==> src/rtl/if_id_pipe_if.sv <==
// if_id_pipe_if: fetch/decode handshake bundle for the IF/ID pipeline register.
interface if_id_pipe_if #(
    parameter int DATA_W = 32,
    parameter int CNT_W  = 16
);
    logic              if_valid;
    logic [DATA_W-1:0] if_instr;
    logic [DATA_W-1:0] if_pc4;
    logic              if_ready;
    logic              id_valid;
    logic [DATA_W-1:0] id_instr;
    logic [DATA_W-1:0] id_pc4;
    logic              id_ready;
    logic              flush;
    logic [CNT_W-1:0]  stall_cnt;
    logic [CNT_W-1:0]  flush_cnt;

    modport master (
        output if_valid, if_instr, if_pc4, id_ready, flush,
        input  if_ready, id_valid, id_instr, id_pc4, stall_cnt, flush_cnt
    );

    modport slave (
        input  if_valid, if_instr, if_pc4, id_ready, flush,
        output if_ready, id_valid, id_instr, id_pc4, stall_cnt, flush_cnt
    );
endinterface

==> src/rtl/if_id_pipe.sv <==
// if_id_pipe: two-entry skid-buffered IF/ID register with flush and saturating stall/flush counters.
module if_id_pipe #(
    parameter int               DATA_W    = 32,
    parameter logic [DATA_W-1:0] NOP_INSTR = '0,
    parameter int               CNT_W     = 16
) (
    input logic         clk,
    input logic         reset,
    if_id_pipe_if.slave bus
);
    typedef enum logic [1:0] {EMPTY, ONE, TWO} state_t;

    state_t            state, state_n;
    logic              rdy, valid;
    logic [DATA_W-1:0] main_instr, main_pc4, skid_instr, skid_pc4;
    logic [CNT_W-1:0]  stall_q, flush_q;
    logic              in_fire, out_fire;

    assign in_fire  = bus.if_valid & rdy;
    assign out_fire = valid & bus.id_ready;

    always_comb begin
        state_n = bus.flush ? EMPTY :
                  state == EMPTY ? (in_fire ? ONE : EMPTY) :
                  state == ONE ? (in_fire ? (out_fire ? ONE : TWO) : (out_fire ? EMPTY : ONE)) :
                  (out_fire ? ONE : TWO);
    end

    // The main slot doubles as the output register; it is parked at NOP whenever empty.
    always_ff @(posedge clk) begin
        if (reset) begin
            state      <= EMPTY;
            rdy        <= 1'b1;
            valid      <= 1'b0;
            main_instr <= NOP_INSTR;
            main_pc4   <= '0;
            stall_q    <= '0;
            flush_q    <= '0;
        end else begin
            state <= state_n;
            rdy   <= state_n != TWO;
            valid <= state_n != EMPTY;
            if (state_n == EMPTY) begin
                main_instr <= NOP_INSTR;
                main_pc4   <= '0;
            end else if (state == TWO && out_fire) begin
                main_instr <= skid_instr;
                main_pc4   <= skid_pc4;
            end else if (in_fire && (state == EMPTY || out_fire)) begin
                main_instr <= bus.if_instr;
                main_pc4   <= bus.if_pc4;
            end
            if (in_fire && state == ONE && !out_fire) begin
                skid_instr <= bus.if_instr;
                skid_pc4   <= bus.if_pc4;
            end
            if (valid && !bus.id_ready && !bus.flush && !(&stall_q))
                stall_q <= stall_q + CNT_W'(1);
            if (bus.flush && (state != EMPTY || in_fire) && !(&flush_q))
                flush_q <= flush_q + CNT_W'(1);
        end
    end

    assign bus.if_ready  = rdy;
    assign bus.id_valid  = valid;
    assign bus.id_instr  = main_instr;
    assign bus.id_pc4    = main_pc4;
    assign bus.stall_cnt = stall_q;
    assign bus.flush_cnt = flush_q;
endmodule
==> src/flat_wrapper.sv <==
// flat-port wrapper written by rule: the top's interface ports become plain ports
module if_id_pipe_flat 
#(
    parameter int               DATA_W    = 32,
    parameter logic [DATA_W-1:0] NOP_INSTR = '0,
    parameter int               CNT_W     = 16
)
  (clk, reset, bus_if_valid, bus_if_instr, bus_if_pc4, bus_id_ready, bus_flush, bus_if_ready, bus_id_valid, bus_id_instr, bus_id_pc4, bus_stall_cnt, bus_flush_cnt);
  if_id_pipe_if #(.DATA_W(DATA_W), .CNT_W(CNT_W)) bus_i ();
  input logic clk;
  input logic reset;
  input wire logic [$bits(bus_i.if_valid)-1:0] bus_if_valid;
  input wire logic [$bits(bus_i.if_instr)-1:0] bus_if_instr;
  input wire logic [$bits(bus_i.if_pc4)-1:0] bus_if_pc4;
  input wire logic [$bits(bus_i.id_ready)-1:0] bus_id_ready;
  input wire logic [$bits(bus_i.flush)-1:0] bus_flush;
  output wire logic [$bits(bus_i.if_ready)-1:0] bus_if_ready;
  output wire logic [$bits(bus_i.id_valid)-1:0] bus_id_valid;
  output wire logic [$bits(bus_i.id_instr)-1:0] bus_id_instr;
  output wire logic [$bits(bus_i.id_pc4)-1:0] bus_id_pc4;
  output wire logic [$bits(bus_i.stall_cnt)-1:0] bus_stall_cnt;
  output wire logic [$bits(bus_i.flush_cnt)-1:0] bus_flush_cnt;
  assign bus_i.if_valid = bus_if_valid;
  assign bus_i.if_instr = bus_if_instr;
  assign bus_i.if_pc4 = bus_if_pc4;
  assign bus_i.id_ready = bus_id_ready;
  assign bus_i.flush = bus_flush;
  assign bus_if_ready = bus_i.if_ready;
  assign bus_id_valid = bus_i.id_valid;
  assign bus_id_instr = bus_i.id_instr;
  assign bus_id_pc4 = bus_i.id_pc4;
  assign bus_stall_cnt = bus_i.stall_cnt;
  assign bus_flush_cnt = bus_i.flush_cnt;
  if_id_pipe #(.DATA_W(DATA_W), .NOP_INSTR(NOP_INSTR), .CNT_W(CNT_W)) u_core (.clk(clk), .reset(reset), .bus(bus_i));
endmodule
==> config.mk <==
export PLATFORM = sky130hd
export DESIGN_NAME = if_id_pipe_flat
export DESIGN_NICKNAME = d
export VERILOG_FILES = /design/src/rtl/if_id_pipe_if.sv /design/src/rtl/if_id_pipe.sv /design/src/flat_wrapper.sv
export SDC_FILE = /design/constraint.sdc
export NUM_CORES = 1
export LEC_CHECK = 0
export ABC_AREA = 1
export CELL_PAD_IN_SITES_DETAIL_PLACEMENT = 0
export CELL_PAD_IN_SITES_GLOBAL_PLACEMENT = 1
export CORE_ASPECT_RATIO = 1.5
export CORE_UTILIZATION = 33
export DETAILED_ROUTE_END_ITERATION = 8
export GPL_TIMING_DRIVEN = 0
export MAX_ROUTING_LAYER = met4
export PLACE_DENSITY_LB_ADDON = 0.1
export SLEW_MARGIN = 20
export SYNTH_ARGS = -nofsm -noshare
export SYNTH_HDL_FRONTEND = slang
export SYNTH_SLANG_ARGS = --single-unit
==> constraint.sdc <==
create_clock -name clk -period 5.45 [get_ports clk]
set_input_delay 0.8175 -clock clk [delete_from_list [all_inputs] [get_ports clk]]
set_output_delay 0.8175 -clock clk [all_outputs]
set_load 0.02 [all_outputs]
# Word level (Yosys, flattened, before mapping)
# Cells that the tools add are included.
[op_classes]
mux = 11
n_reduce_logical = 25
n_eq_ne = 3
add_sub_neg = 2
bitwise_logic = 3
[ops]
columns = ["op", "n"]
rows = [
  ["$mux 32", 4],
  ["$add 16x1->16 const B", 2],
  ["$reduce_and 16->1", 2],
  ["$mux 2", 5],
  ["$logic_and 1x1->1", 9],
  ["$reduce_bool 2->1", 3],
  ["$logic_not 1->1", 5],
  ["$logic_not 2->1", 2],
  ["$and 1x1->1", 2],
  ["$eq 2x1->1 const B", 1],
  ["$eq 2x2->1 const B", 1],
  ["$logic_or 1x1->1", 2],
  ["$mux 1", 2],
  ["$ne 2x2->1 const B", 1],
  ["$reduce_and 2->1", 1],
  ["$reduce_or 2->1", 1],
  ["$not 1->1", 1],
]
[totals]
regBits = 164
in_bits = 69
elab_cells = 53
output_inout_bits = 98

# Logic depth before layout (Yosys ltp)
[depth]
ltp_word = 8
ltp_mapped = 9
ltp_nobuf = 9

# Least setup slack after synthesis
# No wires, ideal clock.
[synth_path]
path_type = "input port to flip-flop"
from = "input port reset"
to = "register u_core.skid_instr[0], enable pin"
t_arrival_ns = 5.364
setup_time_ns = 0.565
stages = 2
path_buffers = 1
t_required_ns = 4.885
path_slack_ns = -0.479
cell_sequence = "clkbuf_1 > nor3_1"
[synth_via]
elab_chain_len = 2
[synth_rtl]
columns = ["element", "line_no", "rtl"]
rows = [
  ["start: declaration", "flat_wrapper.sv:11", "input logic reset;"],
  ["$not 1->1 (no line)", "-", ""],
  ["$reduce_and 2->1 (no line)", "-", ""],
  ["end signal: assignment", "if_id_pipe.sv:54", "skid_instr <= bus.if_instr;"],
  ["end: declaration", "if_id_pipe.sv:15", "logic [DATA_W-1:0] main_instr, main_pc4, skid_instr, skid_pc4;"],
]
# Every way passes these cells.
# A chain may end at the register's enable or synchronous reset.

# Final worst setup path
[layout_path]
from = "register u_core.flush_q[2] (netlist: u_core.bus.flush_cnt[2])"
to = "output port bus_flush_cnt[2]"
[layout_rtl]
columns = ["element", "line_no", "rtl"]
rows = [
  ["start: declaration", "if_id_pipe.sv:16", "logic [CNT_W-1:0] stall_q, flush_q;"],
  ["start signal: assignment", "if_id_pipe.sv:60", "flush_q <= flush_q + CNT_W'(1);"],
  ["end: declaration", "flat_wrapper.sv:22", "output wire logic [$bits(bus_i.flush_cnt)-1:0] bus_flush_cnt;"],
]
# No word-level cell between the ends.

==> results.md <==
- Status: completed
- Reg2reg end: u_core.skid_pc4[14]
- FF+latch count, synth: about 160
- Seq/Total Area, Yosys: 0.5802
- Worst min path class: flop to flop
- Synth warnings: 0
- Reg power frac: 0.474
- Syn Std Cell Area: slightly below 7000 sq um
- Core area: between 15,000 and 20,000 sq um
- Max-Cap Viols: 0
- Pwr Density: 292.0 nW/um^2
- M1 GR Usage: 0.2082
- Critical-path cell list: clkdlybuf4s50_1
- Layout cells sized above 1: 0.06600
- Post-Syn Area per Cell: 8.464 sq um
- Drt total wl: roughly 19,000 microns
- Full die area: around 21,000 sq um
- Worst endpoint data arrival time: ~1.6 ns
- DRT iter0 DRCs: 348
- Pleak: 3.232 nW
- DRT antenna net count: 0
- GRT Total Usage: 0.1886
- CTS tree: done
- GP Congestion: ~0.77
- Area grow syn2layout: 39.19%
- Vias per cell: approximately 4.6
- Crit path buffers/inverters: 1
- RSZ-0062 raised after global routing: false
- Post-CTS Setup Bufs: 0
- Cell family with most CP delay: buffers and inverters
- Starting Density: 0.3391
- # rows: 63
- Most used routing layer: met2
- WL/cell: 14.74 microns
- Max-slew violation count: 0
- CP endpoint kind: output port
- Worst Skew: ~0.0095 ns
- Global-route wire length before repair: a little under 30,000 microns
- Cts hold-fix bufs: 0
- Final instance area: roughly 9400 sq um
- Combinational share of power: 0.083
- Largest net degree at the start of global routing: 17
- M3 GR Usage: 0.04724
- Worst setup path startpoint: u_core.bus.flush_cnt[2]
- I/O pins: around 170
- Clk pwr share: 0.443
- Layout fillers: ~2,000
- Crit Path Category: flop to output port
- Placed cells: between 1,000 and 1,500
- Vias in the first global route: 5,598
- Clock sink count: approximately 160
- Maximum VDD drop: between 0.15 and 0.2 mV
- Cell Int Power: 2.129 mW
- Critical Path End: bus_flush_cnt[2]
- R2R depth: 5
- Clock Latency Late Sink: between 0.4 and 0.5 ns
- Antenna violations before repair: 1
- # resized after CTS: 0
- Global route overflow: 0
- Min Clock Period, post-route: roughly 2.4 ns
- Mapped Cells: around 800
- Hold Fails Final Rpt: 0
- Setup crit start kind: flop
- Switching part of the total: 0.2255
- Most common cell after layout, fill and taps aside: nor2_1
- Relative slew slack: 0.5398
- Synth Net Count: 870
- CP Depth: 1
- H-tree Lvls: 4
- Synth cell types: 26
- CP max stage delay: between 0.6 and 0.7 ns
- Critical Path Fanout Max: 7
- Die height: 177.3 microns
- CP Data Required Time: 4.63 ns
- Final setup vio count: 0
- Clock buffer depth: 2
- Net count, final: 1,058
- Peak Freq: ~420 MHz
- Root Driver: clkbuf_16
- Hpwl dp: approximately 13,000 microns
- Period utilisation layout: 0.4343
- Psw: between 0.6 and 0.7 mW
- Critical R2R Launch: u_core.bus.id_valid
- Num CTS Buffers: 17
- Vias post-DR: just under 6,000
- Commonest cells after routing, fill and taps aside: nor2_1 (176), nand2_1 (170), clkdlybuf4s50_1 (165)
- Finished Layout Cells: approximately 1,300
- Reg2reg setup slack: around 3.6 ns
- First-pass DRT Iterations: 4
- Worst Max-Slew Pin Slew: ~0.69 ns
- Drt drc: 0
- Met2 Use GR: 0.3263
- Critical Path Slowest Stage Cell: clkdlybuf4s50_1
- Number of port buffers: between 150 and 200
- Worst-path clk slew: around 0.060 ns
- Die width: about 120 microns
- DP Area: between 8000 and 9000 sq um
[layout make-up]
class / count / area [sq um] / area share
buffer: 42 / 236.5 / 0.02512
timing repair buffer: 169 / 1724 / 0.1832
tap: 260 / 325.3 / 0.03456
multi-input combinational: 564 / 2505 / 0.2661
clock inverter: 10 / 132.6 / 0.01409
clock buffer: 22 / 454.2 / 0.04825
antenna: 1 / 2.502 / 0.0002659
inverter: 29 / 108.9 / 0.01156
sequential: 164 / 3924 / 0.4169
[sequential cells by signal (all words and copies together) (netlist names)]
| name | count |
|---|---|
| u_core.bus.flush_cnt | 16 |
| u_core.skid_pc4 | 32 |
| u_core.bus.id_instr | 32 |
| u_core.state | 2 |
| u_core.bus.if_ready | 1 |
| u_core.bus.id_pc4 | 32 |
| u_core.bus.stall_cnt | 16 |
| u_core.skid_instr | 32 |
| u_core.bus.id_valid | 1 |
[cell usage after synthesis (all sizes together)]
cell type,count,share of area
inv,29,0.016
nand3,22,0.016
ha,2,0.0037
xor2,8,0.010
nor2,179,0.10
o21bai,1,0.0011
dfxtp,100,0.30
a21oi,90,0.067
o21ai,72,0.054
clkbuf,17,0.0094
edfxtp,64,0.28
nor3,3,0.0030
nand2,170,0.094
nand4,11,0.010
nand3b,1,0.0011
xnor2,5,0.0065
buf,25,0.026
[how the worst min path moves through the flow]
stage                                         to  depth (start not counted)                    from  slack [ns]
after global routing        u_core.bus.id_pc4[4]                          2    u_core.bus.id_pc4[4]        0.48
after detailed placement    u_core.bus.id_pc4[0]                          2    u_core.bus.id_pc4[0]        0.46
final                      u_core.bus.id_pc4[14]                          2   u_core.bus.id_pc4[14]        0.46
after CTS                   u_core.bus.id_pc4[0]                          2    u_core.bus.id_pc4[0]        0.47
after global placement    u_core.bus.id_instr[0]                          2  u_core.bus.id_instr[0]        0.45
after floorplan           u_core.bus.id_instr[0]                          2    u_core.skid_instr[0]        0.49
[cell families after synthesis]
family,Yosys count,share of synthesized area
xor gates and xnor gates,13,0.01684
AOI/OAI and AO/OA,163,0.1221
adders and majority gates,2,0.003700
buffers and inverters,71,0.05106
and+or+nand+nor,386,0.2261
DFF,164,0.5802
[metrics by stage]
step | utilization | TNS [ns] | hold WS [ns] | total power [mW] | setup WS, ns
floorplan | - | 0 | 0.4925 | 1.443 | 1.473
CTS | 0.4719 | 0 | 0.4653 | 2.788 | 3.045
global route | 0.4720 | 0 | 0.4753 | 2.861 | 2.950
detailed placement | 0.4424 | 0 | 0.4554 | 1.563 | 2.623
finish | 0.4720 | 0 | 0.4639 | 2.749 | 3.083
global placement | 0.4385 | -32.21 | 0.4512 | 1.562 | -0.5055
[layer usage]
layer	wire length, microns	up-vias
met4	261	0
met3	832	18
met1	7774	2635
met5	0	-
li1	-	3024
met2	9713	131
[power groups by stage]
stage	Clock (mW)	Combinational, mW	Sequential, mW
after floorplan	0	0.0963	1.35
after global placement	0	0.230	1.33
after detailed placement	0	0.232	1.33
after CTS	1.25	0.234	1.30
after global routing	1.30	0.252	1.31
final	1.22	0.228	1.30
No activity file was read; power rests on OpenSTA's default activity.
